**src/rtl/mem_unit.sv**
```systemverilog
// mem_unit: memory stage between EX and WB.
// Stores go to a synchronous BRAM in the accept cycle and retire the following
// cycle. Loads stall upstream for one cycle (LOAD_WAIT) while the BRAM read
// completes, then retire with the selected byte/half/word. Any other instruction
// passes straight through to WB one cycle after it is accepted.
//
// Ports:
//   clk, rst            clock, asynchronous active-low reset
//   valid_i .. ram_*    instruction fields from EX; ram_w_data_i and bram_dout
//                       carry address byte 0 in [31:24]; mask bit 3 = byte 0
//   stall_o             upstream holds its instruction while high
//   bram_*              BRAM port (1-cycle synchronous read latency)
//   wb_*                registered writeback outputs
//   misalign_o          only with MEM_MISALIGN_TRAP_EN: pulses with wb_valid for
//                       a load/store whose byte mask is 0000
//
// Build option: define MEM_MISALIGN_TRAP_EN to add the misalignment trap.

module mem_unit #(
    parameter int unsigned MEM_ADDR_WIDTH = 10
) (
    input  logic                      clk,
    input  logic                      rst,
    input  logic                      valid_i,
    input  logic [6:0]                opcode_i,
    input  logic                      rd_we_i,
    input  logic [4:0]                rd_addr_i,
    input  logic [31:0]               rd_data_i,
    input  logic                      ram_we_i,
    input  logic                      ram_re_i,
    input  logic [MEM_ADDR_WIDTH-1:0] ram_wr_addr_i,
    input  logic [31:0]               ram_w_data_i,
    input  logic [3:0]                ram_wr_mask_i,
    input  logic                      ram_r_sign_ext_i,
    output logic                      stall_o,
`ifdef MEM_MISALIGN_TRAP_EN
    output logic                      misalign_o,
`endif
    output logic                      bram_en,
    output logic [3:0]                bram_we,
    output logic [MEM_ADDR_WIDTH-1:0] bram_addr,
    output logic [31:0]               bram_din,
    input  logic [31:0]               bram_dout,
    output logic                      wb_valid,
    output logic [6:0]                wb_opcode,
    output logic                      wb_rd_we,
    output logic [4:0]                wb_rd_addr,
    output logic [31:0]               wb_rd_data
);

    localparam int unsigned DATA_W = 32;
    localparam int unsigned HALF_W = 16;
    localparam int unsigned BYTE_W = 8;

    typedef enum logic [0:0] {
        S_IDLE      = 1'b0,
        S_LOAD_WAIT = 1'b1
    } state_t;

    state_t              state_q, state_d;
    logic                wb_valid_q, wb_valid_d;
    logic [6:0]          wb_opcode_q, wb_opcode_d;
    logic                wb_rd_we_q, wb_rd_we_d;
    logic [4:0]          wb_rd_addr_q, wb_rd_addr_d;
    logic [DATA_W-1:0]   wb_rd_data_q, wb_rd_data_d;
    logic [3:0]          ld_mask_q, ld_mask_d;
    logic                ld_sext_q, ld_sext_d;
    logic                ld_rd_we_q, ld_rd_we_d;
    logic [4:0]          ld_rd_addr_q, ld_rd_addr_d;
    logic [6:0]          ld_opcode_q, ld_opcode_d;
`ifdef MEM_MISALIGN_TRAP_EN
    logic                misalign_q, misalign_d;
`endif

    logic accept_c;
    logic store_c;
    logic load_c;

    // Select the addressed lanes from a BRAM word and extend to 32 bits.
    function automatic logic [DATA_W-1:0] load_extract(
        input logic [DATA_W-1:0] dout,
        input logic [3:0]        mask,
        input logic              sext
    );
        logic [HALF_W-1:0] half_v;
        logic [BYTE_W-1:0] byte_v;
        logic              is_half;
        logic              is_byte;
        logic [DATA_W-1:0] res;
        half_v  = '0;
        byte_v  = '0;
        is_half = 1'b0;
        is_byte = 1'b0;
        res     = '0;
        case (mask)
            4'b1111: res = {dout[7:0], dout[15:8], dout[23:16], dout[31:24]};
            4'b1100: begin half_v = {dout[23:16], dout[31:24]}; is_half = 1'b1; end
            4'b0011: begin half_v = {dout[7:0], dout[15:8]};    is_half = 1'b1; end
            4'b1000: begin byte_v = dout[31:24]; is_byte = 1'b1; end
            4'b0100: begin byte_v = dout[23:16]; is_byte = 1'b1; end
            4'b0010: begin byte_v = dout[15:8];  is_byte = 1'b1; end
            4'b0001: begin byte_v = dout[7:0];   is_byte = 1'b1; end
            default: res = '0;
        endcase
        if (is_half) begin
            res = {{HALF_W{sext & half_v[HALF_W-1]}}, half_v};
        end else if (is_byte) begin
            res = {{(DATA_W-BYTE_W){sext & byte_v[BYTE_W-1]}}, byte_v};
        end
        return res;
    endfunction

    // Acceptance decode; a simultaneous read+write request is a store.
    always_comb begin
        accept_c = (state_q == S_IDLE) && valid_i;
        store_c  = accept_c && ram_we_i;
        load_c   = accept_c && ram_re_i && !ram_we_i;
    end

    // BRAM port is driven in the accept cycle only.
    always_comb begin
        bram_en   = 1'b0;
        bram_we   = 4'b0000;
        bram_addr = ram_wr_addr_i;
        bram_din  = ram_w_data_i;
`ifdef MEM_MISALIGN_TRAP_EN
        if (store_c && (ram_wr_mask_i != 4'b0000)) begin
            bram_en = 1'b1;
            bram_we = ram_wr_mask_i;
        end
`else
        if (store_c) begin
            bram_en = 1'b1;
            bram_we = ram_wr_mask_i;
        end
`endif
        if (load_c) begin
            bram_en = 1'b1;
        end
    end

    // Next-state and writeback computation.
    always_comb begin
        state_d      = state_q;
        wb_valid_d   = 1'b0;
        wb_opcode_d  = wb_opcode_q;
        wb_rd_we_d   = wb_rd_we_q;
        wb_rd_addr_d = wb_rd_addr_q;
        wb_rd_data_d = wb_rd_data_q;
        ld_mask_d    = ld_mask_q;
        ld_sext_d    = ld_sext_q;
        ld_rd_we_d   = ld_rd_we_q;
        ld_rd_addr_d = ld_rd_addr_q;
        ld_opcode_d  = ld_opcode_q;
`ifdef MEM_MISALIGN_TRAP_EN
        misalign_d   = 1'b0;
`endif
        case (state_q)
            S_IDLE: begin
                if (load_c) begin
                    state_d      = S_LOAD_WAIT;
                    ld_mask_d    = ram_wr_mask_i;
                    ld_sext_d    = ram_r_sign_ext_i;
                    ld_rd_we_d   = rd_we_i;
                    ld_rd_addr_d = rd_addr_i;
                    ld_opcode_d  = opcode_i;
                end else if (store_c) begin
                    wb_valid_d   = 1'b1;
                    wb_opcode_d  = opcode_i;
                    wb_rd_we_d   = 1'b0;
                    wb_rd_addr_d = rd_addr_i;
                    wb_rd_data_d = '0;
`ifdef MEM_MISALIGN_TRAP_EN
                    misalign_d   = (ram_wr_mask_i == 4'b0000);
`endif
                end else if (accept_c) begin
                    wb_valid_d   = 1'b1;
                    wb_opcode_d  = opcode_i;
                    wb_rd_we_d   = rd_we_i;
                    wb_rd_addr_d = rd_addr_i;
                    wb_rd_data_d = rd_data_i;
                end
            end
            S_LOAD_WAIT: begin
                // bram_dout now holds the word addressed in the accept cycle.
                state_d      = S_IDLE;
                wb_valid_d   = 1'b1;
                wb_opcode_d  = ld_opcode_q;
                wb_rd_addr_d = ld_rd_addr_q;
                wb_rd_data_d = load_extract(bram_dout, ld_mask_q, ld_sext_q);
`ifdef MEM_MISALIGN_TRAP_EN
                wb_rd_we_d   = ld_rd_we_q && (ld_mask_q != 4'b0000);
                misalign_d   = (ld_mask_q == 4'b0000);
`else
                wb_rd_we_d   = ld_rd_we_q;
`endif
            end
            default: state_d = S_IDLE;
        endcase
    end

    // State and output registers.
    always_ff @(posedge clk or negedge rst) begin
        if (!rst) begin
            state_q      <= S_IDLE;
            wb_valid_q   <= 1'b0;
            wb_opcode_q  <= '0;
            wb_rd_we_q   <= 1'b0;
            wb_rd_addr_q <= '0;
            wb_rd_data_q <= '0;
            ld_mask_q    <= '0;
            ld_sext_q    <= 1'b0;
            ld_rd_we_q   <= 1'b0;
            ld_rd_addr_q <= '0;
            ld_opcode_q  <= '0;
`ifdef MEM_MISALIGN_TRAP_EN
            misalign_q   <= 1'b0;
`endif
        end else begin
            state_q      <= state_d;
            wb_valid_q   <= wb_valid_d;
            wb_opcode_q  <= wb_opcode_d;
            wb_rd_we_q   <= wb_rd_we_d;
            wb_rd_addr_q <= wb_rd_addr_d;
            wb_rd_data_q <= wb_rd_data_d;
            ld_mask_q    <= ld_mask_d;
            ld_sext_q    <= ld_sext_d;
            ld_rd_we_q   <= ld_rd_we_d;
            ld_rd_addr_q <= ld_rd_addr_d;
            ld_opcode_q  <= ld_opcode_d;
`ifdef MEM_MISALIGN_TRAP_EN
            misalign_q   <= misalign_d;
`endif
        end
    end

    // Stall is a pure state decode so no input reaches it combinationally.
    assign stall_o    = (state_q == S_LOAD_WAIT);
    assign wb_valid   = wb_valid_q;
    assign wb_opcode  = wb_opcode_q;
    assign wb_rd_we   = wb_rd_we_q;
    assign wb_rd_addr = wb_rd_addr_q;
    assign wb_rd_data = wb_rd_data_q;
`ifdef MEM_MISALIGN_TRAP_EN
    assign misalign_o = misalign_q;
`endif

endmodule
```
**config.mk**
```make
export PLATFORM = sky130hd
export DESIGN_NAME = mem_unit
export DESIGN_NICKNAME = d
export VERILOG_FILES = /design/src/rtl/mem_unit.sv
export SDC_FILE = /design/constraint.sdc
export NUM_CORES = 1
export LEC_CHECK = 0
export BUFFER_PORTS_ARGS = -buffer_cell sky130_fd_sc_hd__buf_2
export CAP_MARGIN = 20
export CORE_MARGIN = 3
export CORE_UTILIZATION = 44
export CTS_CLUSTER_DIAMETER = 80
export DETAILED_ROUTE_END_ITERATION = 12
export PLACE_DENSITY = 0.81
export SLEW_MARGIN = 20
export SYNTH_ARGS = -nofsm -noshare
export SYNTH_HDL_FRONTEND = slang
export SYNTH_SLANG_ARGS = --single-unit
export TNS_END_PERCENT = 1
```
**constraint.sdc**
```tcl
create_clock -name clk -period 2.52 [get_ports clk]
set_clock_uncertainty 0.2 [all_clocks]
set_input_delay 0.504 -clock clk [delete_from_list [all_inputs] [get_ports clk]]
set_output_delay 0.504 -clock clk [all_outputs]
set_load 0.01 [all_outputs]
```
Yosys cells after proc, flatten, opt, wreduce, memory -nomap -nowiden
Index checks and enable logic that the tools add are counted.
{"block": "word_totals", "ff_bits": 65, "inputBits": 129, "out_inout_bits": 94, "word_cells": 68}
{"block": "op_classes", "n_eq_ne": 9, "n_mux": 36, "bitwise_logic": 3, "reduce_logical": 9}
{"cell": "2-to-1 mux 32 bit", "n": 6}
{"cell": "one-hot mux 32 bit (2 select lines)", "n": 1}
{"cell": "one-hot mux 16 bit (2 select lines)", "n": 1}
{"cell": "one-hot mux 8 bit (4 select lines)", "n": 1}
{"cell": "2-to-1 mux 7 bit", "n": 3}
{"cell": "2-to-1 mux 16 bit", "n": 1}
{"cell": "2-to-1 mux 5 bit", "n": 3}
{"cell": "one-hot mux 7 bit (2 select lines)", "n": 1}
{"cell": "2-to-1 mux 1 bit", "n": 13}
{"cell": "equality test 4 bit (second input constant)", "n": 3}
{"cell": "one-hot mux 5 bit (2 select lines)", "n": 1}
{"cell": "equality test 4 x 2 -> 1 bit (second input constant)", "n": 2}
{"cell": "2-to-1 mux 8 bit", "n": 1}
{"cell": "one-hot mux 1 bit (2 select lines)", "n": 3}
{"cell": "equality test 4 x 1 -> 1 bit (second input constant)", "n": 1}
{"cell": "equality test 4 x 3 -> 1 bit (second input constant)", "n": 1}
{"cell": "logical AND 1 bit", "n": 4}
{"cell": "2-to-1 mux 4 bit", "n": 1}
{"cell": "AND reduction 2 bit", "n": 2}
{"cell": "OR reduction 4 bit", "n": 1}
{"cell": "inequality test 3 bit (second input constant)", "n": 1}
{"cell": "AND 1 bit", "n": 2}
{"cell": "inequality test 2 bit (second input constant)", "n": 1}
{"cell": "OR reduction 2 bit", "n": 1}
{"cell": "other kinds (2)", "n": 2}

Longest topological paths before layout
Gate-level depths: netlist of the first run.
{"block": "logic_depth", "ltp_word": 7, "depth_mapped": 7, "mapped_depth_nobuf": 5}

Worst setup path before layout of the first run
No wires, ideal clock.
{"block": "synth_timing", "path_type": "register to register", "from": "reg ld_mask_q[0]", "to": "reg wb_rd_data_q[24], in the netlist wb_rd_data[24]", "setup_time_ns": 0.121, "arrival_time_ns": 1.555, "t_required_ns": 2.199, "path_slack_ns": 0.645, "stages_incl_launch_ff": 7, "path_buffers": 1, "period_less_slack_ns": 1.875, "path_cell_list": "dfrtp_1 > and2_1 > a32oi_2 > nor4b_4 > buf_6 > nand2_1 > a22o_1"}
{"block": "synth_between", "elab_chain_len": 7, "word_cells_on_any_way": 23, "classes_between": "eq/ne: 7; mux: 12; bitwise: 2; reduce/logical: 2"}
{"element": "start, declared", "line": "66", "text": "logic [3:0] ld_mask_q, ld_mask_d;"}
{"element": "start signal, assigned", "line": "226", "text": "ld_mask_q <= ld_mask_d;"}
{"element": "equality test 4 x 1 -> 1 bit, or another cell as far along", "line": "95", "text": "case (mask)"}
{"element": "one-hot mux 8 bit (4 select lines) / OR reduction 4 bit (equally long branches)"}
{"element": "2-to-1 mux 8 bit / 2-to-1 mux 1 bit (equally long branches)", "line": "158, 95"}
{"element": "AND 1 bit / 2-to-1 mux 1 bit (equally long branches)", "line": "108, 158"}
{"element": "2-to-1 mux 32 bit", "line": "107", "text": "end else if (is_byte) begin"}
{"element": "2-to-1 mux 32 bit (*)", "line": "105", "text": "if (is_half) begin"}
{"element": "one-hot mux 32 bit (2 select lines) (*)", "line": "158", "text": "case (state_q)"}
{"element": "end signal, assigned", "line": "225", "text": "wb_rd_data_q <= wb_rd_data_d;"}
{"element": "end, declared", "line": "65", "text": "logic [DATA_W-1:0] wb_rd_data_q, wb_rd_data_d;"}
Every way passes the cells marked *; elsewhere a longest branch is shown, timed or not. The select of a mux whose other input is x is not followed.
A chain may end at the register's enable or synchronous reset.

Worst setup path after layout of the first run
{"block": "layout_timing", "from": "reg state_q, in the netlist stall_o", "to": "out bram_we[2]"}
{"block": "layout_between", "elab_chain_len": 4}
{"element": "start, declared", "line": "60", "text": "state_t state_q, state_d;"}
{"element": "start signal, assigned", "line": "220", "text": "state_q <= state_d;"}
{"element": "NOT 1 bit (no source line)"}
{"element": "logical AND 1 bit", "line": "115", "text": "accept_c = (state_q == S_IDLE) && valid_i;"}
{"element": "logical AND 1 bit", "line": "116", "text": "store_c = accept_c && ram_we_i;"}
{"element": "2-to-1 mux 4 bit", "line": "132", "text": "if (store_c) begin"}
{"element": "end, declared", "line": "40", "text": "output logic [3:0] bram_we,"}
Every way passes these cells.

==> results.toml, run 1 <==
[floorplan]
io_pins = 223
initial_core_util_pct = 46.14
die_w_um = 99.53
dieArea_mm2 = 0.009905
die_h_um = 99.53
rows = 33
core_mm2 = 0.008341

[sta]
fin_ws_ps = 191.6
slew_violations = 0
min_period_over_period_pct = 92.40
tns_ps = 0
relSlewSlack_pct = 53.54
setup_violations = 0
rsz0062_at_grt = "false"
max_freq_ghz = 0.4295
finalHoldViolCount = 0
tightest_slew_ps = 696.1
fin_crit_ps = 2328
hold_slack_ps = 164.1

[clock_network]
h-tree-depth = 3
cts_max_path_buffers = 2
numCtsBuffers = 9
cts.sinks = 65
cts_setup_buffers = 0
cts_tree = "built"
clk_latency_ps = 350
cts_root_buf = "clkbuf_8"
clkTransAtPathRegs_ps = 80

[worst_setup_path]
cp-end-kind = "primary output"
crit_chain = "inv_1 -> and3_1 -> and2_1 -> buf_2"
crit_type = "flip-flop to primary output"
crit_buf_inv = 2
start_kind = "flip-flop"
critical_path_peak_fanout = 6
r2r_end = "wb_rd_data[23]"
cp_slowest_stage_delay_ps = 420
reg2reg_setup_slack_ps = 310
critical_path.top_delay_family = "simple AND/OR/NAND/NOR gates"
critPathRequiredTime_ps = 1820
r2r_cells = 5
r2r-start = "ld_mask_q[1]"
cp_slowest_cell = "dfrtp_2"
cp_data_arrival_time_ps = 1620

[cells_and_area]
nFillCells = 782
fin_cells = 637
n_antenna_cell = 0
drive_above_1_share_pct = 35.71
final_nets = 656
syn_to_final_growth_pct = 18.27
final_util_pct = 54.58

[min_path]
hp-start = "ram_r_sign_ext_i"
min_path_cells = 3
hold_class = "input port to flip-flop"
min_to = "ld_sext_q"

[placement]
dp_hpwl_um = 8488
placed_cells = 620
gp_congestion = 0.8169
place_ws_ps = 369.3
portBuffers = 138

[synthesis]
netlist.area_leader.share_pct = 42.26
synth_edf_count = 0
syn_area_mm2 = 0.003849
synth_top_cell_by_area = "dfrtp_1"
synth.most_common_cell = "nand2_1"
synth_ff_type = "dfrtp_1"
postSynthAreaPerCell_um2 = 8.827
synth_common_cells = "nand2_1, dfrtp_1, o21ai_0"
synth_cells = 436
synth_seq_area_share_pct = 42.26
ys_types = 35
synth.ff_latch_count = 65
synth_nets = 565
yosysWarnings = 0
synthTopCellsByArea = "dfrtp_1, nand2_1, buf_4, o21ai_0, mux2_2"
synthArstFlopShare_pct = 100.0

[drt]
drtPass1Iterations = 5
drtIter0Drc = 209
num_vias = 3595
wl_met1_um = 4380
routed.top_layer = "met5"
wl_per_cell_um = 17.97
wl_met2_um = 5473
ant_nets = 0
met3_wirelength_um = 1298
drc = 0
wirelength_um = 11440
routed_via_density = 5.644

[run]
drv_cap = 0

[global_route]
globalRouteOverflowTotal = 0
track_usage_pct = 22.98
antenna_found_initial = 2
grt_max_degree = 66
first_global_vias = 3595
grt_pass1_wl_um = 18120

[pwr]
leakage_uw = 0.002224
irDropWorstVdd_mv = 0.5368
power_density_mw_per_mm2 = 660.1

[run_status]
status = "complete, no violations"
-- power by group --
part | leakage [µW] | internal (µW) | switching [µW]
Combinational | 0.00131 | 334 | 429
Clock | 0.000100 | 465 | 456
Sequential | 0.000815 | 1200 | 123
-- stage by stage --
| step | total power [µW] | area [µm²] |
|---|---|---|
| global placement | 2068 | 4338 |
| CTS | 3029 | 4549 |
| finish | 3005 | 4552 |
| detailed placement | 2102 | 4338 |
| global route | 3175 | 4552 |
| floorplan | 1839 | 3849 |
-- kinds of logic after synthesis --
group	synth area share, %
AND/OR/NAND/NOR	16.26
AO/OA/AOI/OAI	21.65
buffers and inverters	11.74
flip-flops	42.26
multiplexers	8.095
-- worst max path at each step --
| stage | startpoint | to | slack (ps) | cells after the start |
|---|---|---|---|---|
| CTS | stall_o | bram_we[2] | 180 | 4 |
| detailed placement | ld_mask_q[1] | wb_rd_data[18] | 370 | 5 |
| finish | stall_o | bram_we[2] | 190 | 4 |
| floorplan | ld_mask_q[0] | wb_rd_data[24] | 640 | 6 |
| global route | stall_o | bram_we[3] | 60 | 4 |
| global placement | ram_we_i | wb_rd_data[6] | 440 | 6 |
-- per-layer routing --
layer	GRT usage, %	vias up
met5	0	-
met4	8.193	4
met3	9.397	40
met2	37.09	191
met1	27.71	1682
li1	-	1678
-- flip-flops by register name (all words and copies together), names as in the netlist --
register,count
wb_rd_we,1
wb_rd_data,32
ld_rd_we_q,1
ld_opcode_q,7
wb_rd_addr,5
ld_sext_q,1
stall_o,1
ld_rd_addr_q,5
wb_valid,1
wb_opcode,7
ld_mask_q,4
-- area by class of cell --
cell class / count / area, µm² / share of cell area, %
timing repair buffer: 150 / 795.8 / 17.48
multi-input combinational: 298 / 1784 / 39.20
clock inverter: 7 / 77.57 / 1.704
sequential: 65 / 1628 / 35.76
inverter: 3 / 11.26 / 0.2474
tap: 105 / 131.4 / 2.886
clock buffer: 9 / 123.9 / 2.721
-- what timing repair did --
item / CTS / global route
hold buffers: 1 / 0
resized for setup: 0 / 0
hold endpoints to repair: 65 / 0
-- placed cells by master, fill, tap and decap left out, types with 2 or more instances in the layout --
master    Yosys  layout
buf_2         4     138
nor3_1        2       2
nor2_1        7       6
o21ai_1       7       7
a21o_1        2       2
buf_4        42      10
a21boi_1      2       2
a22o_1       16      16
nand3_1      14      14
o211a_1       7       7
and2_1        6       6
clkinv_4      0       2
nand3b_1      4       4
nand2_1      85      85
mux2i_1      12      12
clkbuf_8      0       9
a221oi_1      7       7
inv_1         3       3
mux2_2       17      17
inv_6         0       2
and3_1       10      10
o21ai_0      59      59
nor2_2        1       2
dfrtp_1      65      64
a21oi_1      29      28
-- worst min-delay path, stage by stage --
cell,delay [ps]
buf_2,80
nand2_1,40
o21ai_0,50
(Power assumes the default switching activity.)
==> run 2: changes to the inputs <==
==> constraint.sdc (replaced) <==
create_clock -name clk -period 2.5 [get_ports clk]
set_clock_uncertainty 0.2 [all_clocks]
set_input_delay 0.5 -clock clk [delete_from_list [all_inputs] [get_ports clk]]
set_output_delay 0.5 -clock clk [all_outputs]
set_load 0.01 [all_outputs]
==> results.toml, run 2 (synthesis gave the netlist of run 1 again) <==
[run_status]
status = "complete, no violations"

[cells_and_area]
syn_to_final_growth_pct = 17.72
nFillCells = 790
layout_common_cells = "buf_2, nand2_1, dfrtp_1, o21ai_0, a21oi_1"
largest_reg_flops = 32
final_nets = 657
drive_above_1_share_pct = 35.65
final_common_cell = "buf_2"

[global_route]
globalRouteOverflowTotal = 0
antenna_found_initial = 0
track_usage_pct = 22.79
grt_pass1_wl_um = 17940
grt_max_degree = 57
first_global_vias = 3566

[floorplan]
dieArea_mm2 = 0.009905
die_h_um = 99.53
die_w_um = 99.53
initial_core_util_pct = 46.14
rows = 33
io_pins = 223
core_mm2 = 0.008341

[pwr]
power_density_mw_per_mm2 = 650.0
leakage_uw = 0.002216
irDropWorstVdd_mv = 0.3578

[clock_network]
h-tree-depth = 3
cts_tree = "built"
clk_latency_ps = 350
cts_max_path_buffers = 2
cts.sinks = 65
cts_root_buf = "clkbuf_8"
numCtsBuffers = 9
cts_setup_buffers = 0
clkTransAtPathRegs_ps = 80

[worst_setup_path]
crit_type = "flip-flop to primary output"
cp-end-kind = "primary output"
r2r-start = "ld_mask_q[1]"
cp-endpoint = "bram_we[0]"
r2r_end = "wb_rd_data[22]"
critPathRequiredTime_ps = 1800
start_kind = "flip-flop"
critical_path_peak_fanout = 6
cp_data_arrival_time_ps = 1590
setup.worst_path.start = "stall_o"
r2r_cells = 5
reg2reg_setup_slack_ps = 250

[sta]
finalHoldViolCount = 0
setup_violations = 0
min_period_over_period_pct = 91.62
tightest_slew_ps = 1094
slew_violations = 0
relSlewSlack_pct = 26.77
hold_slack_ps = 179.7
fin_crit_ps = 2290
max_freq_ghz = 0.4366
rsz0062_at_grt = "false"
tns_ps = 0

[drt]
drtPass1Iterations = 4
wirelength_um = 11330
num_vias = 3581
wl_per_cell_um = 17.70
ant_nets = 0
drtIter0Drc = 300
drc = 0
routed_via_density = 5.595

[min_path]
hold_class = "input port to flip-flop"

[placement]
gp_congestion = 0.8208
dp_hpwl_um = 8575
portBuffers = 138

[run]
drv_cap = 0
run 2: cell count changes in the layout (fill, tap and decap cells not counted), sizes merged:
cell,before,now
diode,0,2
bufinv,1,0
inv,5,7
clkinv,3,2
buf,149,150
run 2: cell type report:
| type | count | area, µm² | area share, % |
|---|---|---|---|
| diodes | 2 | 5.005 | 0.1105 |
| clock buffers | 9 | 123.9 | 2.734 |
| clock inverters | 7 | 58.81 | 1.298 |
| inverters | 3 | 11.26 | 0.2485 |
| multi-input cells | 298 | 1782 | 39.33 |
| flip-flops and latches | 65 | 1628 | 35.93 |
| well taps | 105 | 131.4 | 2.900 |
| repair buffers | 151 | 790.8 | 17.45 |
run 2: power by group:
group	leakage (µW)	internal, µW	total [µW]	switching [µW]
sequential	0.000815	1210	1330	123
combinational	0.00131	335	771	435
clock	0.0000925	377	844	468
run 2: critical path, cell delays in order, from the launching register on:
cell and delay [ps]:
dfrtp_2 410, inv_1 210, and3_1 340, and2_1 170, buf_2 130
run 2: repair_timing:
item                      CTS  global route
resized for setup           0             0
hold buffers                1             0
hold endpoints to repair    3             0
run 2: how the worst min path moves through the flow:
stage                      from  cells after the start              to  slack [ps]
2_1_floorplan               rst                      0    ld_mask_q[0]           4
3_3_place_gp       wb_opcode[3]                      2    wb_opcode[3]         260
3_5_place_dp      wb_rd_data[4]                      2   wb_rd_data[4]         270
4_1_cts        ram_r_sign_ext_i                      3       ld_sext_q         180
5_1_grt             opcode_i[0]                      2  ld_opcode_q[0]         170
6_report       ram_r_sign_ext_i                      3       ld_sext_q         180
run 2: stage by stage:
step / instances / utilization, % / cell area, µm² / setup slack, ps / total power (µW)
2_1_floorplan: 436 / - / 3849 / 624.5 / 1854
3_3_place_gp: 621 / 51.95 / 4333 / 447.9 / 2083
3_5_place_dp: 621 / 51.95 / 4333 / 323.3 / 2122
4_1_cts: 638 / 54.26 / 4526 / 169.3 / 2968
5_1_grt: 638 / 54.26 / 4526 / 82.27 / 3119
6_report: 640 / 54.32 / 4531 / 209.6 / 2945
run 2: metal layers:
metal / vias up / track usage, % / part of all wire, %
met4: 0 / 7.878 / 2.9
met2: 178 / 37.65 / 47
li1: 1682 / - / -
met3: 39 / 8.345 / 10
met1: 1682 / 27.45 / 40
met5: - / 0 / 0
==> run 3: changes to the inputs <==
==> constraint.sdc (replaced) <==
create_clock -name clk -period 2.56 [get_ports clk]
set_clock_uncertainty 0.2 [all_clocks]
set_input_delay 0.512 -clock clk [delete_from_list [all_inputs] [get_ports clk]]
set_output_delay 0.512 -clock clk [all_outputs]
set_load 0.01 [all_outputs]
==> results.toml, run 3 (synthesis gave the netlist of run 1 again) <==
[clock_network]
h-tree-depth = 3
cts_setup_buffers = 0
cts_resized = 0
cts_root_buf = "clkbuf_8"
holdBufCountCts = 0
cts.sinks = 65
clkTransAtPathRegs_ps = 80
cts_tree = "built"
cts_max_path_buffers = 2
numCtsBuffers = 9
clk_latency_ps = 350

[cells_and_area]
final_common_cell = "buf_2"
n_antenna_cell = 0
largest_reg_flops = 32
final_util_pct = 54.50
drive_above_1_share_pct = 35.59
layout_common_cells = "buf_2, nand2_1, dfrtp_1, o21ai_0, a21oi_1"
final_nets = 655
design_area_mm2 = 0.004546
syn_to_final_growth_pct = 18.11
nFillCells = 802

[sta]
hold_slack_ps = -2.483
slew_violations = 0
relSlewSlack_pct = 27.93
max_freq_ghz = 0.4357
setup_violations = 0
tightest_slew_ps = 1077
rsz0062_at_grt = "false"
min_period_over_period_pct = 89.65
fin_crit_ps = 2295
finalHoldViolCount = 3
tns_ps = 0
fin_ws_ps = 264.9

[floorplan]
core_mm2 = 0.008341
dieArea_mm2 = 0.009905
rows = 33
die_w_um = 99.53
die_h_um = 99.53
initial_core_util_pct = 46.14
io_pins = 223

[worst_setup_path]
critPathRequiredTime_ps = 1850
cp-end-kind = "primary output"
start_kind = "flip-flop"
cp_data_arrival_time_ps = 1580
crit_type = "flip-flop to primary output"
critical_path_peak_fanout = 6
reg2reg_setup_slack_ps = 330

[drt]
drtIter0Drc = 226
routed_via_density = 5.626
ant_nets = 0
num_vias = 3578
wl_per_cell_um = 17.59
wirelength_um = 11190
drtPass1Iterations = 4
drc = 0

[run]
drv_cap = 0

[global_route]
grt_max_degree = 57
globalRouteOverflowTotal = 0
track_usage_pct = 22.92
first_global_vias = 3579
antenna_found_initial = 1
grt_pass1_wl_um = 18110

[placement]
place_ws_ps = 361.6
portBuffers = 138
dp_hpwl_um = 8452
gp_congestion = 0.8344
place_area_mm2 = 0.004338

[pwr]
finalPower_uw = 2976
power_density_mw_per_mm2 = 654.8
leakage_uw = 0.002223
irDropWorstVdd_mv = 0.4492

[min_path]
hold_class = "input port to asynchronous set/reset pin"

[run_status]
violations = "hold timing"
status = "finished with violations"
run 3: routing by layer:
metal / vias up / track usage, % / part of all wire [%]
met5: - / 0 / 0.12
li1: 1668 / - / -
met3: 34 / 7.223 / 9.3
met1: 1721 / 27.75 / 40
met4: 2 / 8.088 / 2.2
met2: 153 / 38.48 / 49
run 3: worst paths after layout:
check                                 start               to  depth (start not counted)
max in group asynchronous               rst    wb_rd_data[0]                          2
max reg2reg                    ld_mask_q[1]   wb_rd_data[22]                          5
min in group clk           ram_r_sign_ext_i        ld_sext_q                          3
min reg2reg                   wb_rd_addr[4]    wb_rd_addr[4]                          2
min                                     rst  ld_rd_addr_q[0]                          1
max                                 stall_o       bram_we[2]                          4
run 3: area by class of cell:
class / count / area (µm²) / area share, %
multi-input cells: 298 / 1782 / 39.20
flip-flops and latches: 65 / 1628 / 35.81
repair buffers: 149 / 785.8 / 17.29
well taps: 105 / 131.4 / 2.890
clock buffers: 9 / 123.9 / 2.725
clock inverters: 7 / 83.83 / 1.844
inverters: 3 / 11.26 / 0.2477
run 3: stage by stage:
stage | hold WS [ps] | cells
after floorplan | 16.41 | 436
after global placement | 259.1 | 620
after detailed placement | 264.7 | 620
after CTS | 7.557 | 636
after global routing | 44.66 | 636
final | -2.483 | 636
run 3: power by group:
| group | leakage [µW] | internal [µW] | switching (µW) |
|---|---|---|---|
| clock network | 0.000103 | 470 | 461 |
| logic | 0.00130 | 328 | 421 |
| registers | 0.000815 | 1180 | 118 |
run 3: critical path, cell delays in order (launching register included):
cell,delay [ps]
dfrtp_2,400
inv_1,220
and3_1,340
and2_1,160
buf_2,120
